`config.mk`:
```
export PLATFORM = sky130hd
export DESIGN_NAME = product_bcd_converter
export DESIGN_NICKNAME = d
export VERILOG_FILES = /design/src/rtl/product_bcd_converter_pkg.sv /design/src/rtl/product_bcd_converter_bcd_digit_adj.sv /design/src/rtl/product_bcd_converter.sv
export SDC_FILE = /design/constraint.sdc
export NUM_CORES = 1
export LEC_CHECK = 0
export CAP_MARGIN = 15
export CORE_ASPECT_RATIO = 1.1
export CORE_MARGIN = 5
export CORE_UTILIZATION = 50
export CTS_CLUSTER_SIZE = 14
export DETAILED_ROUTE_END_ITERATION = 16
export PLACE_DENSITY_LB_ADDON = 0.08
export SLEW_MARGIN = 20
export SYNTH_ARGS = -nofsm -noshare
export SYNTH_HDL_FRONTEND = slang
export SYNTH_HIERARCHICAL = 1
export SYNTH_SLANG_ARGS = --single-unit
```
`constraint.sdc`:
```
create_clock -name clk -period 5.7 [get_ports clk]
set_clock_uncertainty 0.05 [all_clocks]
set_input_delay 1.14 -clock clk [delete_from_list [all_inputs] [get_ports clk]]
set_output_delay 1.14 -clock clk [all_outputs]
set_load 0.01 [all_outputs]
```
`src/rtl/product_bcd_converter_pkg.sv`:
```
// Shared definitions for the product-to-BCD display stage.
// State encoding, default geometry and the double-dabble adjust threshold.
package product_bcd_converter_pkg;

    typedef enum logic [1:0] {
        IDLE    = 2'd0,
        CONVERT = 2'd1,
        DONE    = 2'd2
    } state_t;

    localparam int DEFAULT_WIDTH  = 16;
    localparam int DEFAULT_DIGITS = 5;

    localparam logic [3:0] BCD_ADJ_THRESHOLD = 4'd5;

endpackage

```
`src/rtl/product_bcd_converter_bcd_digit_adj.sv`:
```
// One BCD digit of the shift-and-add-3 step: adds 3 when the digit is 5 or more,
// so the following left shift carries correctly into the next decimal digit.
module bcd_digit_adj
    import product_bcd_converter_pkg::*;
(
    input  logic [3:0] din,
    output logic [3:0] dout
);

    assign dout = (din >= BCD_ADJ_THRESHOLD) ? din + 4'd3 : din;

endmodule

```
`src/rtl/product_bcd_converter.sv`:
```
// Captures the multiplier Product on a rising Ready and converts it to sign plus
// packed BCD magnitude with a one-bit-per-clock double-dabble pass.
module product_bcd_converter
    import product_bcd_converter_pkg::*;
#(
    parameter int WIDTH  = DEFAULT_WIDTH,
    parameter int DIGITS = DEFAULT_DIGITS,
    parameter bit SIGNED = 1'b1
) (
    input  logic                  clk,
    input  logic                  Reset,
    input  logic [16:0]           Product,
    input  logic                  Ready,
    output logic [4*DIGITS-1:0]   Digits,
    output logic                  Sign,
    output logic                  Busy,
    output logic                  Valid
);

    localparam int BCDW = 4 * DIGITS;
    localparam int CW   = $clog2(WIDTH) + 1;
    localparam logic [CW-1:0] LAST_ITER = CW'(WIDTH - 1);

    state_t            state_reg, state_next;
    logic              ready_q_reg;
    logic              armed_reg;
    logic [CW-1:0]     cnt_reg, cnt_next;
    logic [BCDW-1:0]   scratch_reg, scratch_next;
    logic [WIDTH-1:0]  mag_reg, mag_next;
    logic              sign_s_reg, sign_s_next;
    logic [BCDW-1:0]   digits_reg, digits_next;
    logic              sign_reg, sign_next;

    logic [BCDW-1:0]   scratch_adj;
    logic [WIDTH-1:0]  prod_w;
    logic              capture;
    logic              unused_bits;

    assign prod_w = Product[WIDTH-1:0];
    // The top adjusted bit always shifts out as zero when DIGITS is sized correctly.
    assign unused_bits = ^{Product, scratch_adj[BCDW-1]};

    // armed_reg blocks a capture until Ready has been seen low after reset, so a
    // Ready that is already high when reset releases does not start a conversion.
    assign capture = Ready & ~ready_q_reg & armed_reg;

    genvar gi;
    generate
        for (gi = 0; gi < DIGITS; gi++) begin : g_adj
            bcd_digit_adj u_adj (
                .din  (scratch_reg[4*gi +: 4]),
                .dout (scratch_adj[4*gi +: 4])
            );
        end
    endgenerate

    always_ff @(posedge clk or negedge Reset) begin
        if (!Reset) begin
            state_reg   <= IDLE;
            ready_q_reg <= 1'b0;
            armed_reg   <= 1'b0;
            cnt_reg     <= '0;
            scratch_reg <= '0;
            mag_reg     <= '0;
            sign_s_reg  <= 1'b0;
            digits_reg  <= '0;
            sign_reg    <= 1'b0;
        end else begin
            state_reg   <= state_next;
            ready_q_reg <= Ready;
            armed_reg   <= armed_reg | ~Ready;
            cnt_reg     <= cnt_next;
            scratch_reg <= scratch_next;
            mag_reg     <= mag_next;
            sign_s_reg  <= sign_s_next;
            digits_reg  <= digits_next;
            sign_reg    <= sign_next;
        end
    end

    always_comb begin
        state_next   = state_reg;
        cnt_next     = cnt_reg;
        scratch_next = scratch_reg;
        mag_next     = mag_reg;
        sign_s_next  = sign_s_reg;
        digits_next  = digits_reg;
        sign_next    = sign_reg;

        case (state_reg)
            IDLE, DONE: begin
                if (capture) begin
                    state_next   = CONVERT;
                    sign_s_next  = SIGNED & prod_w[WIDTH-1];
                    mag_next     = sign_s_next ? (~prod_w) + WIDTH'(1) : prod_w;
                    scratch_next = '0;
                    cnt_next     = '0;
                end
            end
            CONVERT: begin
                // Captures arriving here are deliberately ignored.
                scratch_next = {scratch_adj[BCDW-2:0], mag_reg[WIDTH-1]};
                mag_next     = {mag_reg[WIDTH-2:0], 1'b0};
                cnt_next     = cnt_reg + CW'(1);
                if (cnt_reg == LAST_ITER) begin
                    state_next  = DONE;
                    digits_next = scratch_next;
                    sign_next   = sign_s_reg;
                end
            end
            default: state_next = IDLE;
        endcase
    end

    assign Busy   = (state_reg == CONVERT);
    assign Valid  = (state_reg == DONE);
    assign Digits = digits_reg;
    assign Sign   = sign_reg;

endmodule

```
==> Word level (Yosys, flattened, before mapping) <==
Index checks and enable logic that the tools add are counted.
{ "classes": {"n_bitwise": 6, "eq_ne": 5, "addsub": 7, "n_mux": 15, "order_cmp": 5, "reduce_logical": 7} }
{ "ops": {"columns": ["op", "count"], "rows": [
  ["$pmux W20 S2", 1],
  ["$mux W16", 2],
  ["$pmux W16 S2", 1],
  ["$ge A4 B3 Y1 const B", 5],
  ["$mux W20", 1],
  ["$add A16 B1 Y16 const B", 1],
  ["$add A4 B2 Y4 const B", 4],
  ["$mux W4", 4],
  ["$not A16 Y16", 1],
  ["$pmux W5 S2", 1],
  ["$reduce_and A2 Y1", 4],
  ["$add A5 B1 Y5 const B", 1],
  ["$eq A5 B4 Y1 const B", 1],
  ["$mux W5", 1],
  ["$mux W2", 2],
  ["$pmux W2 S2", 1],
  ["$add A3 B2 Y3 const B", 1],
  ["$mux W3", 1],
  ["$and A1 B1 Y1", 2],
  ["$eq A2 B1 Y1 const B", 1],
  ["$eq A2 B2 Y1 const B", 1],
  ["$logic_not A2 Y1", 1],
  ["$ne A2 B1 Y1 const B", 1],
  ["$ne A2 B2 Y1 const B", 1],
  ["4 further kinds", 5]
]} }
{ "totals": {"wordCells": 54, "in_bits": 20, "out_inout_bits": 23, "reg_bits": 67} }

==> Longest topological paths before layout <==
Gate-level depths: netlist (run 1).
{ "depth": {"word_depth": 5, "ltp_mapped": 7, "mapped_depth_nobuf": 7} }

==> Hierarchy <==
Netlist (run 1), hierarchy kept.
{ "by_module_without_submodules": {"columns": ["module", "area_each_um2", "instances", "cells_per_inst", "seq_area_each_um2"], "rows": [
  ["product_bcd_converter", 3012.9, 1, 284, 1676.6],
  ["bcd_digit_adj", 101.3, 5, 16, 0.0]
]} }

==> Worst setup path after synthesis (run 1) <==
No wires, ideal clock.
{ "synth_timing": {"kind": "input -> register", "start": "input port Product[4]", "end": "register mag_reg[10]", "t_arrival_ps": 2371, "path_slack_ps": 3148, "required_time_ps": 5519, "cell_stages": 5, "cell_sequence": "or4_4 buf_6 o41ai_1 xor2_1 o21ai_1"} }
{ "synth_via": {"elab_chain_cells": 5} }
{ "synth_lines": {"columns": ["item", "line_no", "text"], "rows": [
  ["start, declared", "product_bcd_converter.sv:12", "input logic [16:0] Product,"],
  ["$not A16 Y16", "product_bcd_converter.sv:95", "mag_next = sign_s_next ? (~prod_w) + WIDTH'(1) : prod_w;"],
  ["$add A16 B1 Y16", "product_bcd_converter.sv:95", null],
  ["$mux W16", "product_bcd_converter.sv:95", null],
  ["$mux W16", "product_bcd_converter.sv:92", "if (capture) begin"],
  ["$pmux W16 S2", "product_bcd_converter.sv:90", "case (state_reg)"],
  ["end signal, assigned", "product_bcd_converter.sv:74", "mag_reg <= mag_next;"],
  ["end, declared", "product_bcd_converter.sv:29", "logic [WIDTH-1:0] mag_reg, mag_next;"]
]} }
Every way passes these cells. The select of a mux whose other input is x is not followed.
A chain may end at the register's enable or synchronous reset.

==> Final worst setup path (run 1) <==
{ "layout_timing": {"start": "register state_reg[1]", "end": "output port Busy"} }
{ "layout_via": {"elab_chain_cells": 1} }
{ "layout_lines": {"columns": ["item", "line_no", "text"], "rows": [
  ["start, declared", "product_bcd_converter.sv:24", "state_t state_reg, state_next;"],
  ["start signal, assigned", "product_bcd_converter.sv:69", "state_reg <= state_next;"],
  ["$eq A2 B1 Y1", "product_bcd_converter.sv:115", "assign Busy = (state_reg == CONVERT);"],
  ["end, declared", "product_bcd_converter.sv:16", "output logic Busy,"]
]} }
Every way passes these cells.

==> flow_metrics.py, run 1 <==
metrics = {
    "clocking": {
        "cts_buffers": 9,
        "clock_sinks": 67,
        "clk-insertion-delay-late_ps": 330,
        "cts_max_level": 3,
        "clock_path_buffers": 2,
        "clkTransAtPathRegs_ps": 60,
        "cts_tree": "done",
        "cts_resized": 0,
        "hold_buffers": 0,
        "postCtsSetupBuffers": 0,
        "cts-root-buf": "clkbuf_8",
    },
    "synth": {
        "postSynthCellCount": 360,
        "syn_avg_cell_area_um2": 9.72,
        "synth_warnings": 6,
        "syn_nets": 393,
        "syn_area_um2": 3500,
    },
    "power_and_ir_drop": {
        "p_leak_uw": 0.00194,
        "p_sw_frac": 0.384,
        "seqPwrFrac": 0.398,
        "p_per_area_nw_per_um2": 491,
        "clkPwrFrac": 0.162,
        "switching_power_uw": 779,
        "ir_worst_vdd_mv": 0.196,
        "internal_power_uw": 1250,
        "p_comb_frac": 0.440,
    },
    "sta": {
        "max_freq_mhz": 321,
        "period_share": 0.547,
        "rsz0062_at_grt": "false",
        "whs_ps": 426,
        "setup_ws_ps": 2580,
        "hold_viol": 0,
        "fin_crit_ps": 3120,
        "slew_viol_final": 0,
        "fin_tns_setup_ps": 0,
        "tightestPinTransition_ps": 957,
        "relSlewSlack": 0.361,
        "finalSetupViolCount": 0,
    },
    "floorplanning": {
        "die_w_um": 89.8,
        "dieArea_um2": 8770,
        "start_util": 0.505,
        "rows": 32,
        "num_io_pins": 43,
        "dieHeight_um": 97.7,
        "core_um2": 6930,
    },
    "setup_path": {
        "r2r_setup_slack_ps": 3350,
        "crit_slowest_cell": "clkdlybuf4s50_1",
        "worstSetupPathType": "flop to output pin",
        "cp_max_fo": 16,
        "required_ps": 4510,
        "arrival_ps": 1930,
        "timing.rr.start": "state_reg[1]$_DFFE_PN0P_",
        "max_stage_delay_ps": 650,
        "path_cells": "nand2b_1 -> inv_1 -> clkdlybuf4s50_1",
        "ff2ff_path_depth": 4,
        "critPathCaptureType": "output pin",
        "cp-start-kind": "flop",
        "worst_r2r_endpoint": "Digits[14]$_DFFE_PN0P_",
    },
    "route": {
        "vias_per_cell": 5.41,
        "wl_um": 6520,
        "vias": 2635,
        "dr.pass1.iters": 4,
        "drc": 0,
        "drt_iter0_markers": 82,
        "wl_per_cell_um": 13.4,
        "antenna_left": 0,
    },
    "place": {
        "routabilityCongestion": 0.870,
        "portBuffers": 41,
        "dpl_worst_slack_ps": 2590,
        "place_hpwl_um": 4630,
    },
    "grt": {
        "grt_max_degree": 68,
        "grt_overflow": 0,
        "antenna_found_initial": 0,
        "grt_pass1_wl_um": 11700,
        "grt_pass1_vias": 2598,
        "track_usage": 0.160,
    },
    "hold_path": {
        "min_to": "sign_s_reg$_DFFE_PN0P_",
        "hold_depth": 2,
        "hp-start": "sign_s_reg$_DFFE_PN0P_",
        "hold_class": "flop to flop",
    },
    "cells_and_area": {
        "layout-drive-gt1-share": 0.129,
        "fillCellCount": 634,
        "seqCellArea_um2": 1680,
        "multi_input_area_um2": 1690,
        "fin_nets": 431,
        "area_delta_synth_final_pct": 17.9,
        "diodes": 0,
        "final_util": 0.596,
    },
    "run": {
        "cap_violations": 0,
    },
    "run_status": {
        "outcome": "completed",
    },
}
how the worst max path moves through the flow:
stage,to,depth (start not counted),startpoint,slack (ps)
after global placement,mag_reg[9]$_DFFE_PN0P_,6,Ready,2600
after CTS,Busy,3,state_reg[1]$_DFFE_PN0P_,2540
after floorplan,mag_reg[10]$_DFFE_PN0P_,5,Product[4],3150
after detailed placement,mag_reg[15]$_DFFE_PN0P_,4,Product[4],2590
after global routing,Busy,3,state_reg[1]$_DFFE_PN0P_,2470
final,Busy,3,state_reg[1]$_DFFE_PN0P_,2580
cells in the final DEF, fill, tap and decap left out, types with 9 or more instances in the layout:
cell type and n:
clkbuf_8 10, nand3_1 24, inv_1 16, dfrtp_1 67, nand2_1 73, clkdlybuf4s50_1 40, ha_1 13, nor2_1 12
nand2b_1 11, mux2_2 22, o21ai_0 22, a22oi_1 9
area by class of cell:
type                       instances  area share
clock inverter                     3     0.00364
inverter                          16      0.0146
sequential                        67       0.406
tap                               85      0.0258
timing repair buffer              45       0.106
multi-input combinational        259       0.409
clock buffer                      12      0.0352
per-layer routing:
layer	GRT usage	part of all wire	routed length, um	vias up
met5	0	0	0	-
met2	0.264	0.48	3140	49
met4	0.0837	0.019	126	0
met1	0.199	0.46	2970	1254
li1	-	-	-	1321
met3	0.0285	0.043	282	11
power groups by stage:
stage | logic (uW) | registers, uW | clock network (uW)
after floorplan | 610 | 814 | 0
after global placement | 880 | 808 | 0
after detailed placement | 908 | 816 | 0
after CTS | 909 | 807 | 342
after global routing | 1030 | 833 | 359
final | 893 | 806 | 329
worst max-delay path, delay by kind of cell (launching register included):
family | cells | cell delay (ps)
AND/OR/NAND/NOR | 1 | 150
buffers and inverters | 2 | 1080
flip-flops | 1 | 370
metrics by stage:
stage	cell area [um^2]	total power, uW	std cells
after global placement	3970	1690	472
after detailed placement	3970	1720	472
after global routing	4130	2220	487
after floorplan	3500	1420	360
after CTS	4130	2060	487
final	4130	2030	487
Note: power is estimated with default switching activity, not from simulation.
==> inputs of run 2 (changes only) <==
- clock period: 5.7 -> 3 ns (I/O delays scaled with it)
==> flow_metrics.py, run 2 (synthesis gave the netlist of run 1 again) <==
metrics = {
    "run_status": {
        "outcome": "completed",
    },
    "floorplanning": {
        "dieArea_um2": 8770,
        "start_util": 0.505,
        "rows": 32,
        "die_w_um": 89.8,
        "num_io_pins": 43,
        "dieHeight_um": 97.7,
        "core_um2": 6930,
    },
    "setup_path": {
        "cp-start-kind": "flop",
        "arrival_ps": 1790,
        "cp_max_fo": 11,
        "path_cells": "nand2b_1 -> inv_1 -> clkdlybuf4s50_1",
        "critPathCaptureType": "output pin",
        "required_ps": 2350,
        "crit_slowest_cell": "clkdlybuf4s50_1",
        "max_stage_delay_ps": 620,
        "worstSetupPathType": "flop to output pin",
    },
    "cells_and_area": {
        "final_cell_mix": "nand2_1, dfrtp_1, clkdlybuf4s50_1, nand3_1",
        "area_delta_synth_final_pct": 19.1,
        "diodes": 0,
        "fin_cells": 490,
        "layout-drive-gt1-share": 0.138,
        "fin_nets": 437,
        "fin_area_um2": 4170,
        "mostFrequentLayoutCell": "nand2_1",
    },
    "place": {
        "portBuffers": 41,
        "routabilityCongestion": 0.858,
        "place_hpwl_um": 4940,
        "place_inst": 478,
        "placed_cell_area_um2": 4010,
    },
    "clocking": {
        "clock_sinks": 67,
        "cts_resized": 0,
        "postCtsSetupBuffers": 0,
        "cts-root-buf": "clkbuf_8",
        "clkTransAtPathRegs_ps": 70,
        "hold_buffers": 0,
        "clock_path_buffers": 2,
        "cts_buffers": 9,
        "cts_tree": "done",
        "cts_max_level": 3,
        "clk-insertion-delay-late_ps": 320,
    },
    "route": {
        "wl_um": 6860,
        "wl_per_cell_um": 14.0,
        "dr.pass1.iters": 6,
        "vias": 2651,
        "drt_iter0_markers": 72,
        "drc": 0,
        "antenna_left": 0,
        "vias_per_cell": 5.41,
    },
    "sta": {
        "hold_viol": 0,
        "period_share": 0.814,
        "max_freq_mhz": 410,
        "rsz0062_at_grt": "false",
        "tightestPinTransition_ps": 865,
        "fin_tns_setup_ps": 0,
        "finalSetupViolCount": 0,
        "slew_viol_final": 0,
        "relSlewSlack": 0.421,
        "fin_crit_ps": 2440,
    },
    "grt": {
        "grt_overflow": 0,
        "grt_max_degree": 32,
        "track_usage": 0.167,
        "grt_pass1_vias": 2627,
        "antenna_found_initial": 0,
        "grt_pass1_wl_um": 12200,
    },
    "power_and_ir_drop": {
        "p_per_area_nw_per_um2": 933,
        "ir_worst_vdd_mv": 0.421,
        "p_leak_uw": 0.00196,
    },
    "hold_path": {
        "hold_class": "input port to asynchronous set/reset pin",
    },
    "run": {
        "cap_violations": 0,
    },
}
-- run 2: changes by cell type in the layout (fill, tap and decap cells not counted) --
cell,delta
buf_4,+6
clkbuf_1,-1
clkbuf_8,+1
clkinv_2,-3
-- run 2: stage by stage --
step	hold slack [ps]	setup slack [ps]	power, uW	util
after global placement	419	479	3230	0.579
after global routing	306	454	4270	0.602
final	255	558	3890	0.602
after floorplan	254	988	2700	-
after CTS	271	520	3940	0.602
after detailed placement	435	459	3300	0.579
-- run 2: final timing paths --
check                      slack (ps)                startpoint  cells past startpoint                endpoint
min in group clk                  440    sign_s_reg$_DFFE_PN0P_                      2  sign_s_reg$_DFFE_PN0P_
setup / recovery                  560  state_reg[1]$_DFFE_PN0P_                      3                    Busy
hold / removal                    250                     Reset                      1   Digits[7]$_DFFE_PN0P_
hold reg to reg                   440    sign_s_reg$_DFFE_PN0P_                      2  sign_s_reg$_DFFE_PN0P_
max in group asynchronous        1910                     Reset                      2  mag_reg[4]$_DFFE_PN0P_
setup reg to reg                  910  state_reg[0]$_DFFE_PN0P_                      6  cnt_reg[2]$_DFFE_PN0P_
-- run 2: layout make-up --
cell class	instances	area (um^2)
flip-flops and latches	67	1680
inverters	16	60.1
multi-input cells	259	1690
repair buffers	51	480
well taps	85	106
clock buffers	12	155
fillers	621	2760
-- run 2: where the power goes --
group | leakage (uW) | total [uW] | switching [uW] | internal, uW
Clock | 0.0000803 | 630 | 302 | 328
Combinational | 0.00102 | 1720 | 922 | 801
Sequential | 0.000863 | 1530 | 260 | 1270
Total | 0.00196 | 3890 | 1480 | 2400
-- run 2: worst max-delay path, delay by kind of cell, from the launching register on --
family                 cells  cell delay [ps]
and+or+nand+nor            1              150
buffers and inverters      2              950
DFF                        1              360
-- run 2: layer usage --
| layer | part of all wire | track usage |
|---|---|---|
| met1 | 0.48 | 0.218 |
| met2 | 0.48 | 0.275 |
| met3 | 0.035 | 0.0324 |
| met4 | 0.0080 | 0.0628 |
| met5 | 0 | 0 |
==> variant 1, RTL diff (flow settings as in run 1) <==
The package constant `DEFAULT_WIDTH` goes from 16 to 8.
--- a/src/rtl/product_bcd_converter_pkg.sv
+++ b/src/rtl/product_bcd_converter_pkg.sv
@@ -9,5 +9,5 @@
     } state_t;
 
-    localparam int DEFAULT_WIDTH  = 16;
+    localparam int DEFAULT_WIDTH  = 8;
     localparam int DEFAULT_DIGITS = 5;
 
Check against the original RTL: same outputs for any inputs over 10 cycles, from zero or initial values and one cycle with Reset low; that may be too few to reach the edited logic, so the function may still have changed.
==> variant 1 against run 1 <==
Synthesized area down 19%. Hold slack improved by 0.0074 ns. Global-route usage rose by 0.97 points. Sequential cell count is 9 lower. Cell count is 25% lower. Power down 6.6%. Register-to-register slack improved by 0.40 ns. Worst setup slack worse by 0.20 ns. Sequential share of layout area up 1.9 points. Design area down 17%. Core utilization up 3.3 points. Wire length is 21% lower.
==> variant 1: results <==
metrics = {
    "final_layout": {
        "drive_gt1_frac": 0.1696,
        "nNonClkInverters": 13,
        "multi_input_area_share": 0.3723,
        "fill_cells": 454,
        "buffers": 35,
        "clk_share": 0.05533,
        "nonClkBufAreaFrac": 0.1055,
        "stdcell_count": 364,
        "seq-cell-share": 0.4251,
        "multi_input_gates": 168,
        "seq_area_mm2": 0.001451,
        "clkbuf_count": 13,
        "diodes": 0,
        "nets": 317,
    },
    "global_route": {
        "antenna_found_initial": 0,
        "grt_pass1_wl_um": 9114,
        "grt_max_degree": 59,
        "grt_pass1_vias": 1965,
        "grt_use_total": 0.1696,
    },
    "place": {
        "dp_cells": 348,
        "dp_hpwl_um": 3307,
        "port_buffers": 33,
        "gp_congestion": 0.7929,
        "place_area_mm2": 0.003198,
        "pre_cts_ws_ns": 2.726,
    },
    "worst_setup_path": {
        "r2r_start": "state_reg[0]$_DFFE_PN0P_",
        "r2r_cells": 5,
        "r2r-end": "cnt_reg[2]$_DFFE_PN0P_",
        "cp_max_fo": 33,
        "critPathArrivalTime_ns": 2.13,
        "crit_path_end": "Busy",
        "rrSetupSlack_ns": 3.75,
    },
    "timing": {
        "whs_ns": 0.4332,
        "fin_crit_sh": 0.5822,
        "worst_pin_slew_ns": 0.7165,
    },
    "synthesis": {
        "mappedNetlistArea_mm2": 0.002821,
        "syn_nets": 279,
        "synthCells": 247,
    },
    "detailed_routing": {
        "routed-via-count": 1916,
        "drt-total-wl_um": 5147,
        "drt_iter0_markers": 62,
    },
    "cts": {
        "cts.sinks": 58,
        "cts_made_buffers": 9,
        "cts_buffer_depth": 2,
        "cts_resized": 0,
        "h-tree-depth": 3,
        "clockRootBuffer": "clkbuf_8",
    },
    "min_path": {
        "hold_end": "Digits[11]$_DFFE_PN0P_",
        "min_delay_path_depth": 1,
        "holdCritStartpoint": "Digits[11]$_DFFE_PN0P_",
    },
    "outcome": {
        "status": "completed",
    },
    "power_and_ir_drop": {
        "peakVddDrop_mv": 0.3282,
        "internal_power_uw": 1209,
        "p_leak_uw": 0.001579,
    },
}
## variant 1: changes by cell type in the layout (fill, tap and decap cells not counted), sizes merged, moves of 6 or more
cell and delta:
a22o +21, a22oi -6, nand2 -47, o21ai -9
nand3 -21, clkdlybuf4s50 -8, dfrtp -9
## variant 1: power by group through the flow
stage | registers (uW) | clock network (uW) | logic, uW
after global placement | 710 | 0 | 815
after floorplan | 715 | 0 | 569
after detailed placement | 714 | 0 | 836
final | 710 | 353 | 832
after CTS | 710 | 366 | 841
after global routing | 737 | 389 | 943
## variant 1: worst max-delay path, stage by stage (launching register included)
cell             delay (ns)
dfrtp_1                0.36
nand2b_2               0.26
inv_2                  0.51
clkdlybuf4s50_1        0.66
## variant 1: layer usage
metal	wire length, um	GRT usage
met2	2501	0.2726
met1	2335	0.2043
met3	196	0.05397
met5	0	0
met4	113	0.08610
==> variant 2, RTL diff (flow settings as in run 1) <==
Without the edit above. Put one more register stage on the output `Digits`, cleared by the reset. The value now appears one clock later. The other outputs are not delayed to match.
--- a/src/rtl/product_bcd_converter.sv
+++ b/src/rtl/product_bcd_converter.sv
@@ -115,5 +115,11 @@
     assign Busy   = (state_reg == CONVERT);
     assign Valid  = (state_reg == DONE);
-    assign Digits = digits_reg;
+    always_ff @(posedge clk or negedge Reset) begin
+        if (!Reset) begin
+            Digits <= '0;
+        end else begin
+            Digits <= digits_reg;
+        end
+    end
     assign Sign   = sign_reg;
 
Check against the original RTL: no difference found for any inputs over 10 cycles, from zero or initial values and one cycle with Reset low; that may be too few to reach the edited logic, so the function may still have changed.
==> variant 2 against run 1 <==
Register-to-register slack got worse by 0.31 ns. Wire length increased by 8.4%. Sequential cell count increased by 20. Global-route usage up 0.25 points. Worst setup slack worse by 0.058 ns. Design area grew 13%. Synthesized area rose by 14%. Core utilization shrank 0.21 points. Count of clock-buffer cells in the layout increased by 1. Power increased by 12%. Critical path type is now in2reg. Largest cell class is now sequential cells.
==> variant 2: results <==
metrics = {
    "cts": {
        "cts_made_buffers": 9,
        "clockRootBuffer": "clkbuf_8",
        "cts_buffer_depth": 2,
        "h-tree-depth": 3,
        "clock_latency_ns": 0.34,
        "cts.clk_slew.worst_paths_ns": 0.08,
        "cts_resized": 0,
    },
    "timing": {
        "tns_ns": 0,
        "maxSlewHeadroom": 0.3058,
    },
    "detailed_routing": {
        "wl_met1_um": 3282,
        "via_per_inst": 5.239,
        "drt_iter0_markers": 123,
        "wl_met2_um": 3489,
        "avgRoutedWirePerCell_um": 13.41,
        "drt_first_pass_iters": 4,
        "route.met3.wl_um": 264,
        "highest_layer": "met4",
    },
    "worst_setup_path": {
        "crit_path_end": "mag_reg[15]$_DFFE_PN0P_",
        "r2r_cells": 6,
        "r2r-end": "digits_reg[7]$_DFFE_PN0P_",
        "cp_max_fo": 24,
        "setup.worst_path.start": "Ready",
        "rrSetupSlack_ns": 3.04,
        "critPathArrivalTime_ns": 3.39,
    },
    "place": {
        "port_buffers": 41,
        "gp_congestion": 0.7808,
        "dp_cells": 512,
        "dp_hpwl_um": 4752,
    },
    "global_route": {
        "grt_pass1_vias": 2824,
        "grt_max_degree": 64,
        "grt_use_total": 0.1623,
        "grt_pass1_wl_um": 12920,
        "antenna_found_initial": 0,
    },
    "synthesis": {
        "synthCells": 376,
        "syn_nets": 409,
    },
    "final_layout": {
        "fill_cells": 705,
        "nets": 448,
        "diodes": 0,
        "stdcell_count": 527,
        "drive_gt1_frac": 0.1241,
    },
    "power_and_ir_drop": {
        "peakVddDrop_mv": 0.1428,
        "p_leak_uw": 0.002226,
    },
    "min_path": {
        "hold_path_class": "reg2reg",
    },
    "outcome": {
        "status": "completed",
    },
}
## variant 2: metal layers
layer / vias to the layer above / GRT usage
li1: 1366 / -
met1: 1340 / 0.2185
met2: 53 / 0.2596
met3: 2 / 0.02828
met4: 0 / 0.06082
met5: - / 0
## variant 2: layout make-up
class	instances	area, um^2	share of cell area
Clock buffer	13	158.9	0.03401
Clock inverter	2	16.27	0.003482
Inverter	15	56.30	0.01205
Multi-Input combinational cell	257	1690	0.3618
Sequential cell	87	2177	0.4660
Tap cell	108	135.1	0.02892
Timing Repair Buffer	45	437.9	0.09373
## variant 2: worst max-delay path: stages
cell	delay (ns)
clkdlybuf4s50_1	0.53
nand4bb_1	0.81
or4_1	0.75
o21ai_1	0.15
## variant 2: worst min-delay path by stage
stage,slack [ns],from,to,cells past startpoint
floorplan,0.30,digits_reg[0]$_DFFE_PN0P_,Digits[0]$_DFF_PN0_,0
global placement,0.30,digits_reg[0]$_DFFE_PN0P_,Digits[0]$_DFF_PN0_,0
detailed placement,0.31,digits_reg[1]$_DFFE_PN0P_,Digits[1]$_DFF_PN0_,0
CTS,0.32,digits_reg[16]$_DFFE_PN0P_,Digits[16]$_DFF_PN0_,0
global route,0.34,digits_reg[10]$_DFFE_PN0P_,Digits[10]$_DFF_PN0_,0
finish,0.32,digits_reg[9]$_DFFE_PN0P_,Digits[9]$_DFF_PN0_,0
## variant 2: power breakdown
group          switching, uW  internal (uW)  leakage, uW
combinational            476            406      0.00100
sequential               148            858      0.00114
clock                    202            181    0.0000857
total                    826           1450      0.00223
## variant 2: stage by stage
stage               power (uW)  instance area (um^2)  setup WS (ns)    util
detailed placement        1917                  4497          2.154  0.5714
global route              2486                  4672          2.299  0.5936
CTS                       2306                  4672          2.515  0.5936
global placement          1879                  4497          2.148  0.5714
floorplan                 1613                  3993          3.206       -
finish                    2271                  4672          2.525  0.5936
